`src/rtl/uart_rx_pkg.sv`:
```
// Shared definitions for the UART receive path.
//   samp_mode_e     : SAMP_MODE encodings (1, 3 or 5 samples per bit)
//   MIN_PRESCALE    : smallest oversampling ratio the sampler will run at
//   MIN_PRESCALE_5  : smallest ratio that leaves room for a 5-sample window
//   vote_majority() : strict majority of 'ones' out of 'n' samples
package uart_rx_pkg;

  typedef enum logic [1:0] {
    MODE_1     = 2'b00,
    MODE_3     = 2'b01,
    MODE_5     = 2'b10,
    MODE_3_ALT = 2'b11
  } samp_mode_e;

  localparam int MIN_PRESCALE   = 4;
  localparam int MIN_PRESCALE_5 = 6;

  // True when more than half of the n samples were ones.
  function automatic logic vote_majority(input logic [2:0] ones, input logic [2:0] n);
    return ({1'b0, ones, 1'b0} > {2'b00, n});
  endfunction

endpackage

```
`src/rtl/uart_bit_sync.sv`:
```
// Multi-flop synchroniser for an asynchronous single-bit input.
// Resets to 1 so an idle (mark) serial line reads as idle straight out of reset.
//   clk  : destination clock
//   rst  : asynchronous, active-high reset
//   d    : asynchronous input
//   q    : synchronised output, STAGES cycles behind d
module uart_bit_sync #(
  parameter int STAGES = 2
) (
  input  logic clk,
  input  logic rst,
  input  logic d,
  output logic q
);

  logic [STAGES-1:0] stages;

  always_ff @(posedge clk or posedge rst) begin
    if (rst) begin
      stages <= '1;
    end else begin
      stages <= {stages[STAGES-2:0], d};
    end
  end

  assign q = stages[STAGES-1];

endmodule

```
`src/rtl/uart_rx_oversampler.sv`:
```
// UART RX oversampling front end.
// Synchronises RX_IN, counts oversampling edges within each bit, takes a
// 1/3/5-sample majority vote centred on the bit middle and strobes the result
// once per bit.
//   CLK         : oversampling clock
//   RST         : asynchronous, active-high reset
//   SAMP_EN     : high while the RX FSM is inside a frame; low clears bit timing
//   PRESCALE    : oversampling ratio (even, >= 4; smaller values run as 4)
//   SAMP_MODE   : 00 = 1 sample, 01 = 3 samples, 10 = 5 samples, 11 = 3 samples
//   RX_IN       : asynchronous serial line
//   SAMPLED_BIT : voted value of the last completed bit (1 after reset)
//   BIT_VLD     : one-cycle strobe when SAMPLED_BIT/NOISE are updated
//   NOISE       : samples of the last completed bit disagreed
//   EDGE_CNT    : current edge position inside the bit
module uart_rx_oversampler
  import uart_rx_pkg::*;
#(
  parameter int PRESCALE_W  = 6,
  parameter int SYNC_STAGES = 2
) (
  input  logic                  CLK,
  input  logic                  RST,
  input  logic                  SAMP_EN,
  input  logic [PRESCALE_W-1:0] PRESCALE,
  input  logic [1:0]            SAMP_MODE,
  input  logic                  RX_IN,
  output logic                  SAMPLED_BIT,
  output logic                  BIT_VLD,
  output logic                  NOISE,
  output logic [PRESCALE_W-1:0] EDGE_CNT
);

  // One extra bit so that c+2 and p-1 never wrap.
  localparam int CW = PRESCALE_W + 1;

  logic rx_s;

  uart_bit_sync #(
    .STAGES(SYNC_STAGES)
  ) u_sync (
    .clk(CLK),
    .rst(RST),
    .d  (RX_IN),
    .q  (rx_s)
  );

  logic [PRESCALE_W-1:0] p_q;
  logic [1:0]            m_q;
  logic [PRESCALE_W-1:0] edge_cnt;
  logic [2:0]            ones_cnt;
  logic [2:0]            n_cnt;
  logic                  sampled_bit;
  logic                  bit_vld;
  logic                  noise;

  logic                  capture;
  logic [PRESCALE_W-1:0] p_raw;
  logic [1:0]            m_raw;
  logic [CW-1:0]         p_eff;
  logic [CW-1:0]         c;
  logic [CW-1:0]         pos;
  logic [CW-1:0]         lo;
  logic [CW-1:0]         hi;
  samp_mode_e            mode;
  logic                  hit;
  logic                  wrap;
  logic [2:0]            ones_now;
  logic [2:0]            n_now;

  // At the start of each bit the live inputs are used directly, so the first
  // enabled cycle already runs with the configuration being captured.
  assign capture = SAMP_EN && (edge_cnt == '0);
  assign p_raw   = capture ? PRESCALE  : p_q;
  assign m_raw   = capture ? SAMP_MODE : m_q;

  always_comb begin
    p_eff = {1'b0, p_raw};
    mode  = MODE_3;
    lo    = '0;
    hi    = '0;

    if (p_eff < CW'(MIN_PRESCALE)) begin
      p_eff = CW'(MIN_PRESCALE);
    end

    case (m_raw)
      2'b00:   mode = MODE_1;
      // A 5-wide window does not fit inside a bit shorter than 6 edges.
      2'b10:   mode = (p_eff < CW'(MIN_PRESCALE_5)) ? MODE_3 : MODE_5;
      default: mode = MODE_3;
    endcase

    c   = p_eff >> 1;
    pos = {1'b0, edge_cnt};

    case (mode)
      MODE_1: begin
        lo = c;
        hi = c;
      end
      MODE_5: begin
        lo = c - CW'(2);
        hi = c + CW'(2);
      end
      default: begin
        lo = c - CW'(1);
        hi = c + CW'(1);
      end
    endcase
  end

  assign hit  = (pos >= lo) && (pos <= hi);
  assign wrap = (pos == p_eff - CW'(1));

  // With small ratios the last sample lands on the wrap cycle itself, so the
  // vote uses the counts including the current cycle's sample.
  assign ones_now = ones_cnt + {2'b00, hit & rx_s};
  assign n_now    = n_cnt + {2'b00, hit};

  always_ff @(posedge CLK or posedge RST) begin
    if (RST) begin
      p_q         <= PRESCALE_W'(MIN_PRESCALE);
      m_q         <= MODE_1;
      edge_cnt    <= '0;
      ones_cnt    <= '0;
      n_cnt       <= '0;
      sampled_bit <= 1'b1;
      bit_vld     <= 1'b0;
      noise       <= 1'b0;
    end else begin
      bit_vld <= 1'b0;

      if (capture) begin
        p_q <= PRESCALE;
        m_q <= SAMP_MODE;
      end

      if (!SAMP_EN) begin
        edge_cnt <= '0;
        ones_cnt <= '0;
        n_cnt    <= '0;
      end else if (wrap) begin
        edge_cnt    <= '0;
        ones_cnt    <= '0;
        n_cnt       <= '0;
        sampled_bit <= vote_majority(ones_now, n_now);
        noise       <= (ones_now != 3'd0) && (ones_now != n_now);
        bit_vld     <= 1'b1;
      end else begin
        edge_cnt <= edge_cnt + PRESCALE_W'(1);
        ones_cnt <= ones_now;
        n_cnt    <= n_now;
      end
    end
  end

  assign SAMPLED_BIT = sampled_bit;
  assign BIT_VLD     = bit_vld;
  assign NOISE       = noise;
  assign EDGE_CNT    = edge_cnt;

endmodule

```
`config.mk`:
```
export PLATFORM = sky130hd
export DESIGN_NAME = uart_rx_oversampler
export DESIGN_NICKNAME = d
export VERILOG_FILES = /design/src/rtl/uart_rx_pkg.sv /design/src/rtl/uart_bit_sync.sv /design/src/rtl/uart_rx_oversampler.sv
export SDC_FILE = /design/constraint.sdc
export NUM_CORES = 1
export LEC_CHECK = 0
export ABC_AREA = 1
export CAP_MARGIN = 20
export CORE_UTILIZATION = 30
export DETAILED_ROUTE_END_ITERATION = 12
export PLACE_DENSITY_LB_ADDON = 0.08
export SETUP_SLACK_MARGIN = 0.3
export SYNTH_ARGS = -nofsm -noshare
export SYNTH_HDL_FRONTEND = slang
export SYNTH_SLANG_ARGS = --single-unit
```
`constraint.sdc`:
```
create_clock -name CLK -period 9.3 [get_ports CLK]
set_clock_uncertainty 0.15 [all_clocks]
set_input_delay 0.93 -clock CLK [delete_from_list [all_inputs] [get_ports CLK]]
set_output_delay 0.93 -clock CLK [all_outputs]
set_load 0.05 [all_outputs]
```
**Word-level counts from Yosys, hierarchy flattened**

Cells that the tools add are included.

- Bits in registers: 25
- Input port bits: 12
- Word-level logic and storage cells: 50

- Add/sub/neg operators: 8
- Order comparisons: 5
- Equality and inequality tests: 4
- Mux-type cells: 15
- Bitwise operators: 1
- Reduce and logical (&&, ||, !) cells: 8

Operators by type and width:

| operator | count |
|---|---|
| $mux W6 | 4 |
| $pmux W7 S2 | 1 |
| $mux W3 | 4 |
| $pmux W6 S2 | 1 |
| $eq A6 B7 Y1 | 1 |
| $ge A6 B7 Y1 | 1 |
| $le A6 B7 Y1 | 1 |
| $lt A7 B3 Y1 const B | 1 |
| $sub A6 B1 Y7 const B | 1 |
| $add A3 B1 Y3 | 2 |
| $add A5 B1 Y6 const B | 1 |
| $add A5 B2 Y6 const B | 1 |
| $add A6 B1 Y6 const B | 1 |
| $logic_not A6 Y1 | 1 |
| $lt A6 B3 Y1 const B | 1 |
| $sub A5 B1 Y6 const B | 1 |
| $sub A5 B2 Y6 const B | 1 |
| $eq A2 B2 Y1 const B | 2 |
| $gt A4 B3 Y1 | 1 |
| $logic_not A2 Y1 | 2 |
| $mux W2 | 2 |
| $pmux W2 S2 | 1 |
| $logic_and A1 B1 Y1 | 3 |
| $ne A3 B3 Y1 | 1 |
| 4 further kinds | 5 |

**Longest topological paths before layout**

Gate-level depths: netlist of the first run.

- Depth after elaboration: 16
- Depth in mapped cells: 41
- Mapped depth without buffers: 40

**Hierarchy**

Synthesis of the first run repeated with hierarchy kept, for this count alone.

- Cell total of the unflattened synthesis: 293
- Area total of the unflattened synthesis: 2218.4 um^2

By module, submodules not included:

| module | times used | cells each | area each (um^2) | seq. area each (um^2) |
|---|---|---|---|---|
| uart_rx_oversampler | 1 | 290 | 2162.1 | 578.1 |
| uart_bit_sync | 1 | 3 | 56.3 | 52.6 |

**Worst setup path after synthesis of the first run**

No wires, ideal clock.

- Path type: register -> register
- From: register edge_cnt[0] (netlist: EDGE_CNT[0])
- To: register sampled_bit (netlist: SAMPLED_BIT)
- Library setup time: 0.076 ns
- Arrival: 5.232 ns
- Data required time: 9.074 ns
- Path slack: 3.842 ns
- Cell stages (with the launch flop): 41
- Period minus slack after synthesis: 5.458 ns
- Path through: dfrtp_1 -> inv_1 -> ha_1 -> inv_1 -> nor2_4 -> nand3_2 -> buf_6 -> nand2_4 -> nand2_4 -> nor2_4 -> nand2_4 -> nand2_1 -> inv_1 -> ha_1 -> inv_1 -> nand3_1 -> nand2_1 -> nand2_1 -> [... 5 more ...] -> a221oi_1 -> nor2_1 -> o21ai_0 -> nand2_1 -> a21oi_1 -> nand2_1 -> nand2_1 -> inv_1 -> ha_1 -> ha_1 -> xnor2_1 -> ha_1 -> nand2_1 -> inv_1 -> o21ai_0 -> nand2_1 -> nand4_1 -> nand2_1

- Word-level cells in the longest chain between the ends: 15
- Elaborated cells on any way between the ends: 29
- Classes of those cells: add/sub: 7; order compare: 5; eq/ne: 3; mux: 7; bitwise: 1; reduce/logical: 6

RTL lines:

| what | RTL line | source |
|---|---|---|
| from (decl) | uart_rx_oversampler.sv:49 | `logic [PRESCALE_W-1:0] edge_cnt;` |
| from (signal assigned) | uart_rx_oversampler.sv:150 | `edge_cnt <= edge_cnt + PRESCALE_W'(1);` |
| $logic_not A6 Y1 * | uart_rx_oversampler.sv:72 | `assign capture = SAMP_EN && (edge_cnt == '0);` |
| $logic_and A1 B1 Y1 * | uart_rx_oversampler.sv:72 |  |
| $mux W6 * | n/a |  |
| named net p_raw[3] | uart_rx_oversampler.sv:57 | `logic [PRESCALE_W-1:0] p_raw;` |
| $lt A6 B3 Y1 | uart_rx_oversampler.sv:82 | `if (p_eff < CW'(MIN_PRESCALE)) begin` |
| $mux W6 * | uart_rx_oversampler.sv:82 |  |
| $lt A7 B3 Y1 | uart_rx_oversampler.sv:89 | `2'b10: mode = (p_eff < CW'(MIN_PRESCALE_5)) ? MODE_3 : MODE_5;` |
| $mux W2 | uart_rx_oversampler.sv:89 |  |
| $pmux W2 S2 | uart_rx_oversampler.sv:86 | `case (m_raw)` |
| $eq A2 B2 Y1 or $logic_not A2 Y1 (tied branches) | uart_rx_oversampler.sv:96 | `case (mode)` |
| $pmux W7 S2 or $pmux W6 S2 (tied branches) | uart_rx_oversampler.sv:96 |  |
| $ge A6 B7 Y1 or $le A6 B7 Y1 (tied branches) | uart_rx_oversampler.sv:112 | `assign hit = (pos >= lo) && (pos <= hi);` |
| $logic_and A1 B1 Y1 | uart_rx_oversampler.sv:112 |  |
| $and A1 B1 Y1 | uart_rx_oversampler.sv:117 | `assign ones_now = ones_cnt + {2'b00, hit & rx_s};` |
| $add A3 B1 Y3 | uart_rx_oversampler.sv:117 |  |
| $gt A4 B3 Y1 | uart_rx_pkg.sv:20 | `return ({1'b0, ones, 1'b0} > {2'b00, n});` |
| to (signal assigned) | uart_rx_oversampler.sv:146 | `sampled_bit <= vote_majority(ones_now, n_now);` |
| to (decl) | uart_rx_oversampler.sv:52 | `logic sampled_bit;` |

The timed path passes the listed nets; every way through them passes the cells marked *.
A chain may end at the register's enable or synchronous reset.

**Worst setup path after layout of the first run**

- From: input SAMP_EN
- To: register sampled_bit (netlist: SAMPLED_BIT)

- Word-level cells in the longest chain between the ends: 14
- Elaborated cells on any way between the ends: 28
- Classes of those cells: add/sub: 7; order compare: 5; eq/ne: 3; mux: 7; bitwise: 1; reduce/logical: 5

RTL lines:

| what | RTL line | source |
|---|---|---|
| from (decl) | uart_rx_oversampler.sv:23 | `input logic SAMP_EN,` |
| $logic_and A1 B1 Y1 * | uart_rx_oversampler.sv:72 |  |
| $mux W6 * | n/a |  |
| named net p_raw[5] | uart_rx_oversampler.sv:57 |  |
| $lt A6 B3 Y1 | uart_rx_oversampler.sv:82 |  |
| $mux W6 * | uart_rx_oversampler.sv:82 |  |
| $lt A7 B3 Y1 | uart_rx_oversampler.sv:89 |  |
| $mux W2 | uart_rx_oversampler.sv:89 |  |
| $pmux W2 S2 | uart_rx_oversampler.sv:86 |  |
| $eq A2 B2 Y1 or $logic_not A2 Y1 (tied branches) | uart_rx_oversampler.sv:96 |  |
| $pmux W7 S2 or $pmux W6 S2 (tied branches) | uart_rx_oversampler.sv:96 |  |
| $ge A6 B7 Y1 or $le A6 B7 Y1 (tied branches) | uart_rx_oversampler.sv:112 |  |
| $logic_and A1 B1 Y1 | uart_rx_oversampler.sv:112 |  |
| $and A1 B1 Y1 | uart_rx_oversampler.sv:117 |  |
| $add A3 B1 Y3 | uart_rx_oversampler.sv:117 |  |
| $gt A4 B3 Y1 | uart_rx_pkg.sv:20 |  |

Marked as above.

==> run metrics, run 1 <==
reported max-cap violation count 0; Iter 0 DRT Violations between 70 and 80; Min-Delay Startpoint u_sync.stages[0]; period utilization between 70% and 80%; critical path startpoint category input pin; count of antenna-violating nets left after detailed routing 0; result of the run complete, no violations; Primary FF master, synth sky130_fd_sc_hd__dfrtp_1; count of final setup violators 0; Max-slew headroom 67.0%; number of instances on the worst hold path 0; max-slew violation count 0; maximum clock rate ~150 MHz; die outline height 87.9 um; Die ar. a little under 8000 sq um; largest net degree at the start of global routing 26; type of the worst setup path in2reg; total power consumption of the routed design 0.756 mW; worst-case hold path end point u_sync.stages[1]; vias in the first global route 1835; global-route wire length before repair roughly 9 mm; fin crit period between 6 and 7 ns; Post-Syn Nets 330; hold slack roughly 0.21 ns; placed instance area approximately 2500 sq um; data arrival time at the worst-slack endpoint approximately 6.6 ns; Longest Clk Path Bufs 2; CTS tree done; CP max stage cell sky130_fd_sc_hd__clkdlybuf4s50_1; proportion of layout cells with a drive suffix above 1 13.7%; end of the worst register-to-register path SAMPLED_BIT; Worst Hold Class reg2reg; dpl hpwl between 4 and 5 mm; maximum vdd drop slightly above 0.07 mV; Syn. warnings 0; Final Wtd Congestion between 0.7 and 0.8; sum of negative setup slack 0 ns; Register-to-Register Setup Slack 3.11 ns; post-synthesis cell area between 2000 and 2500 sq um; DIE WIDTH between 80 and 90 um; critical path required time around 9.4 ns; Cell Pwr Density approximately 290 nW/um^2; number of rows in the core area 30; Post CTS Setup Buffer Count 0; #FFs+latches synth 25; number of filler cells placed in the layout between 700 and 800; Yosys cell types 31; Hold Vio Cnt, Final 0; total number of clock tree sinks 25; CTS root buf sky130_fd_sc_hd__clkbuf_8; number of instances in the synthesized netlist around 300; Routed WL per cell around 12 um; most numerous cell on the critical path sky130_fd_sc_hd__nand2_1; total core area between 6000 and 7000 sq um; Critical path origin SAMP_EN; initial standard-cell utilization of the core 31.9%; Remaining Overflow, GRT 0; synthesis-to-finish area growth 16.3%; TritonCTS buffer count 3; Setup crit end kind register; Total Wirelength between 5 and 6 mm; proportion of register bits with asynchronous set or reset after synthesis 100%; setup repair after global routing missed its margin no; hold_buf cts 0; register cell area after layout between 600 and 700 sq um; post-layout worst setup margin around 2.7 ns; post-placement setup slack 2.42 ns; maximum level of the CTS H-tree 1; sequential area share after synthesis around 28%; number of synthesized flops with an enable pin 0; TritonRoute pass-1 iters 4; # resized after CTS 0; Non-Filler Instances just over 400; post-layout instance area 2580 sq um; GRT Resource Usage Total 14.8%; leakage power summed over all cells roughly 1.3 nW; Post-Synthesis Mean Instance Area ~7.6 sq um; Placed Cells between 400 and 500; footprint of the multi-input gates around 1400 sq um; stage delay of the slowest cell on the critical path roughly 0.61 ns; via count normalized by instance count roughly 4.5; number of remaining DRC errors 0; Worst Tran Pin Value 0.493 ns; number of inserted diodes 0; # port buffers 20; worst-skew pair later-pin latency 0.27 ns; net total in the final layout 353; depth of the worst register-to-register path 40; final core utilization between 30% and 40%; Max FO, Critical Path 11; DR vias ~1800; antenna violations before repair 0; Critical R2R Launch EDGE_CNT[0]; Clk pin slew, worst setup/hold paths roughly 0.09 ns; count of pins on the block boundary 21
-- worst max-delay path: cells and delay by family --
| kind | cells | cell delay [ns] |
|---|---|---|
| compound gates | 5 | 0.76 |
| xor+xnor | 1 | 0.39 |
| fa+ha+maj | 5 | 1.17 |
| buf+inv | 8 | 1.19 |
| simple gates | 20 | 2.16 |
-- flip-flops by register name, indices dropped and copies added (netlist names) --
signal and flops:
p_q 6, u_sync.stages 2, NOISE 1, EDGE_CNT 6
ones_cnt 3, BIT_VLD 1, SAMPLED_BIT 1, n_cnt 3
m_q 2
-- synth_stat cells (2+ instances only) --
cell | n | area share [%]
sky130_fd_sc_hd__nor2_4 | 7 | 3.6
sky130_fd_sc_hd__nor2_1 | 18 | 3.1
sky130_fd_sc_hd__xor2_1 | 9 | 3.6
sky130_fd_sc_hd__nor2_2 | 9 | 2.5
sky130_fd_sc_hd__nor3_1 | 2 | 0.45
sky130_fd_sc_hd__nand4_1 | 7 | 2.0
sky130_fd_sc_hd__dfstp_2 | 4 | 4.7
sky130_fd_sc_hd__a21oi_1 | 7 | 1.6
sky130_fd_sc_hd__nand3_2 | 3 | 1.4
sky130_fd_sc_hd__o21ai_0 | 15 | 3.4
sky130_fd_sc_hd__inv_2 | 2 | 0.34
sky130_fd_sc_hd__o22ai_1 | 2 | 0.56
sky130_fd_sc_hd__inv_1 | 44 | 7.5
sky130_fd_sc_hd__xnor2_1 | 5 | 2.0
sky130_fd_sc_hd__nand2_2 | 6 | 1.7
sky130_fd_sc_hd__dfrtp_1 | 21 | 24
sky130_fd_sc_hd__nand2_4 | 6 | 3.1
sky130_fd_sc_hd__ha_1 | 26 | 15
sky130_fd_sc_hd__nand2_1 | 68 | 12
sky130_fd_sc_hd__nand3_1 | 20 | 4.5
-- power breakdown --
group / total [mW] / switching (mW) / internal (mW)
registers: 0.149 / 0.0154 / 0.133
logic: 0.543 / 0.349 / 0.193
clock network: 0.0644 / 0.0337 / 0.0306
-- area by class of cell --
type / count / share of cell area (%)
Timing Repair Buffer: 21 / 8.84
Clock buffer: 4 / 1.75
Inverter: 46 / 6.70
Sequential cell: 25 / 24.5
Tap cell: 96 / 4.66
Multi-Input combinational cell: 218 / 53.6
-- how the worst max path moves through the flow --
| stage | end | slack [ns] | depth (start not counted) |
|---|---|---|---|
| after floorplan | SAMPLED_BIT | 3.84 | 40 |
| after CTS | SAMPLED_BIT | 2.70 | 39 |
| after global routing | SAMPLED_BIT | 2.02 | 39 |
| after detailed placement | SAMPLED_BIT | 2.42 | 39 |
| final | SAMPLED_BIT | 2.73 | 39 |
| after global placement | SAMPLED_BIT | 2.50 | 39 |
-- cells in the final DEF, fill, tap and decap left out, drive strengths merged --
cell           synthesis  routed
nor2                  34      34
o21ai                 16      16
nor3                   2       2
ha                    26      26
clkbuf                 1       4
a32oi                  1       1
buf                    2       1
and2                   1       1
and3                   1       1
nand3                 23      23
nand4                  7       7
a221oi                 1       1
inv                   46      46
dfstp                  4       4
clkdlybuf4s50          0      20
o21a                   1       1
a21oi                  8       8
xnor2                  5       5
o22ai                  2       2
dfrtp                 21      21
xor2                   9       9
a211oi                 1       1
nand2                 80      80
-- metal layers --
metal | part of all wire (%) | routed length [um] | GRT usage (%) | up-vias
met2 | 45 | 2320 | 26.6 | 19
li1 | - | - | - | 977
met3 | 2.6 | 134 | 2.26 | 4
met1 | 51 | 2600 | 18.8 | 829
met5 | 0 | 0 | 0 | -
met4 | 0.84 | 43 | 3.13 | 0
-- kinds of logic (layout without fill, tap and decap cells) --
kind of cell / after synthesis / after routing / synth area share, %
AND/OR/NAND/NOR: 148 / 148 / 34.3
buffers and inverters: 49 / 71 / 9.21
AO/OA/AOI/OAI: 30 / 30 / 7.80
adder cells (fa/ha/maj): 26 / 26 / 14.7
flip-flops: 25 / 25 / 28.5
XOR/XNOR: 14 / 14 / 5.54
Note: power is estimated with default switching activity, not from simulation.
==> run 2: changes to the inputs <==
clock period = 6.5 ns   (was 9.3 ns; I/O delays follow)
==> run metrics, run 2 (synthesis gave the netlist of run 1 again) <==
vias in the first global route between 1500 and 2000; footprint of the multi-input gates around 1400 sq um; commonest cells after routing, fill and taps aside 66 x sky130_fd_sc_hd__nand2_1, 43 x sky130_fd_sc_hd__inv_1, 26 x sky130_fd_sc_hd__ha_1; Max-slew headroom 66.8%; count of pins on the block boundary 21; TritonCTS buffer count 3; Max FO, Critical Path 6; global-route wire length before repair between 8 and 9 mm; register cell area after layout between 600 and 700 sq um; number of filler cells placed in the layout around 740; setup repair after global routing missed its margin no; initial standard-cell utilization of the core 31.9%; Die ar. slightly below 8000 sq um; total core area roughly 7000 sq um; most common cell after layout, fill and taps aside sky130_fd_sc_hd__nand2_1; max-slew violation count 0; period utilization around 85%; Setup crit end kind register; Hold Vio Cnt, Final 0; largest net degree at the start of global routing 26; worst-skew pair later-pin latency 0.26 ns; Remaining Overflow, GRT 0; total number of clock tree sinks 25; Register-to-Register Setup Slack approximately 1.1 ns; via count normalized by instance count about 4.4; Clk pin slew, worst setup/hold paths 0.09 ns; DIE WIDTH 87.9 um; total power consumption of the routed design 1.13 mW; Worst Hold Class reg2reg; number of inserted diodes 0; Worst Tran Pin Value roughly 0.50 ns; number of rows in the core area 30; leakage power summed over all cells 1.37 nW; Non-Filler Instances roughly 420; count of antenna-violating nets left after detailed routing 0; Longest Clk Path Bufs 2; number of remaining DRC errors 0; # port buffers 20; CTS tree done; Routed WL per cell approximately 13 um; net total in the final layout 364; Placed Cells between 400 and 500; post-placement setup slack about 0.37 ns; DR vias 1865; final core utilization a little under 40%; critical path required time between 6 and 7 ns; sum of negative setup slack 0 ns; Cell Pwr Density 422 nW/um^2; proportion of layout cells with a drive suffix above 1 18.2%; CTS root buf sky130_fd_sc_hd__clkbuf_8; CP max stage cell sky130_fd_sc_hd__clkdlybuf4s50_1; post-layout worst setup margin a little under 1 ns; dpl hpwl 4.28 mm; GRT Resource Usage Total ~15%; Final Wtd Congestion ~0.8; TritonRoute pass-1 iters 4; type of the worst setup path in2reg; Total Wirelength 5.30 mm; antenna violations before repair 0; data arrival time at the worst-slack endpoint between 5 and 6 ns; die outline height approximately 88 um; result of the run complete, no violations; maximum vdd drop 0.147 mV; count of final setup violators 0; synthesis-to-finish area growth 20.9%; Iter 0 DRT Violations approximately 120; hold_buf cts 0; critical path startpoint category input pin; maximum level of the CTS H-tree 1; most numerous cell on the critical path sky130_fd_sc_hd__nand2_1; reported max-cap violation count 0; maximum clock rate 181 MHz; fin crit period 5.53 ns; stage delay of the slowest cell on the critical path around 0.48 ns
==> run 2: worst paths after layout <==
kind                             startpoint                to  depth (start not counted)
setup / recovery                    SAMP_EN       SAMPLED_BIT                         35
hold / removal             u_sync.stages[0]  u_sync.stages[1]                          0
setup reg to reg                EDGE_CNT[1]       SAMPLED_BIT                         40
hold reg to reg            u_sync.stages[0]  u_sync.stages[1]                          0
max in group asynchronous               RST  u_sync.stages[1]                          3
min in group asynchronous               RST            p_q[5]                          2
==> run 2: layout make-up <==
| class | instances | share of cell area (%) |
|---|---|---|
| clock buffers | 4 | 1.68 |
| inverters | 46 | 6.45 |
| multi-input cells | 218 | 52.2 |
| flip-flops and latches | 25 | 23.6 |
| well taps | 96 | 4.49 |
| repair buffers | 32 | 11.6 |
==> run 2: repair_timing <==
action                     CTS  global route
resized for setup            0            10
setup endpoints to repair    0             2
setup buffers                0             4
==> run 2: power breakdown <==
| part | internal, mW | leakage, nW | switching (mW) |
|---|---|---|---|
| Combinational | 0.306 | 1.03 | 0.522 |
| Clock | 0.0438 | 0.0228 | 0.0497 |
| Sequential | 0.191 | 0.319 | 0.0175 |
==> run 2: through the flow <==
step / instance area [sq um] / hold WS (ns)
detailed placement: 2560 / 0.197
floorplan: 2210 / 0.195
global route: 2680 / 0.216
CTS: 2600 / 0.211
finish: 2680 / 0.209
global placement: 2560 / 0.196
==> run 2: per-layer routing <==
metal | up-vias | routed length, um | global-route usage, %
li1 | 998 | - | -
met1 | 833 | 2560 | 20.6
met2 | 32 | 2480 | 25.9
met3 | 2 | 238 | 2.36
met4 | 0 | 17 | 2.24
met5 | - | 0 | 0
==> run 2: critical path, delay by kind of cell <==
kind / cells / cell delay [ns]
simple gates: 15 / 1.39
xor+xnor: 2 / 0.48
compound gates: 6 / 1.00
buf+inv: 7 / 0.97
fa+ha+maj: 5 / 1.10
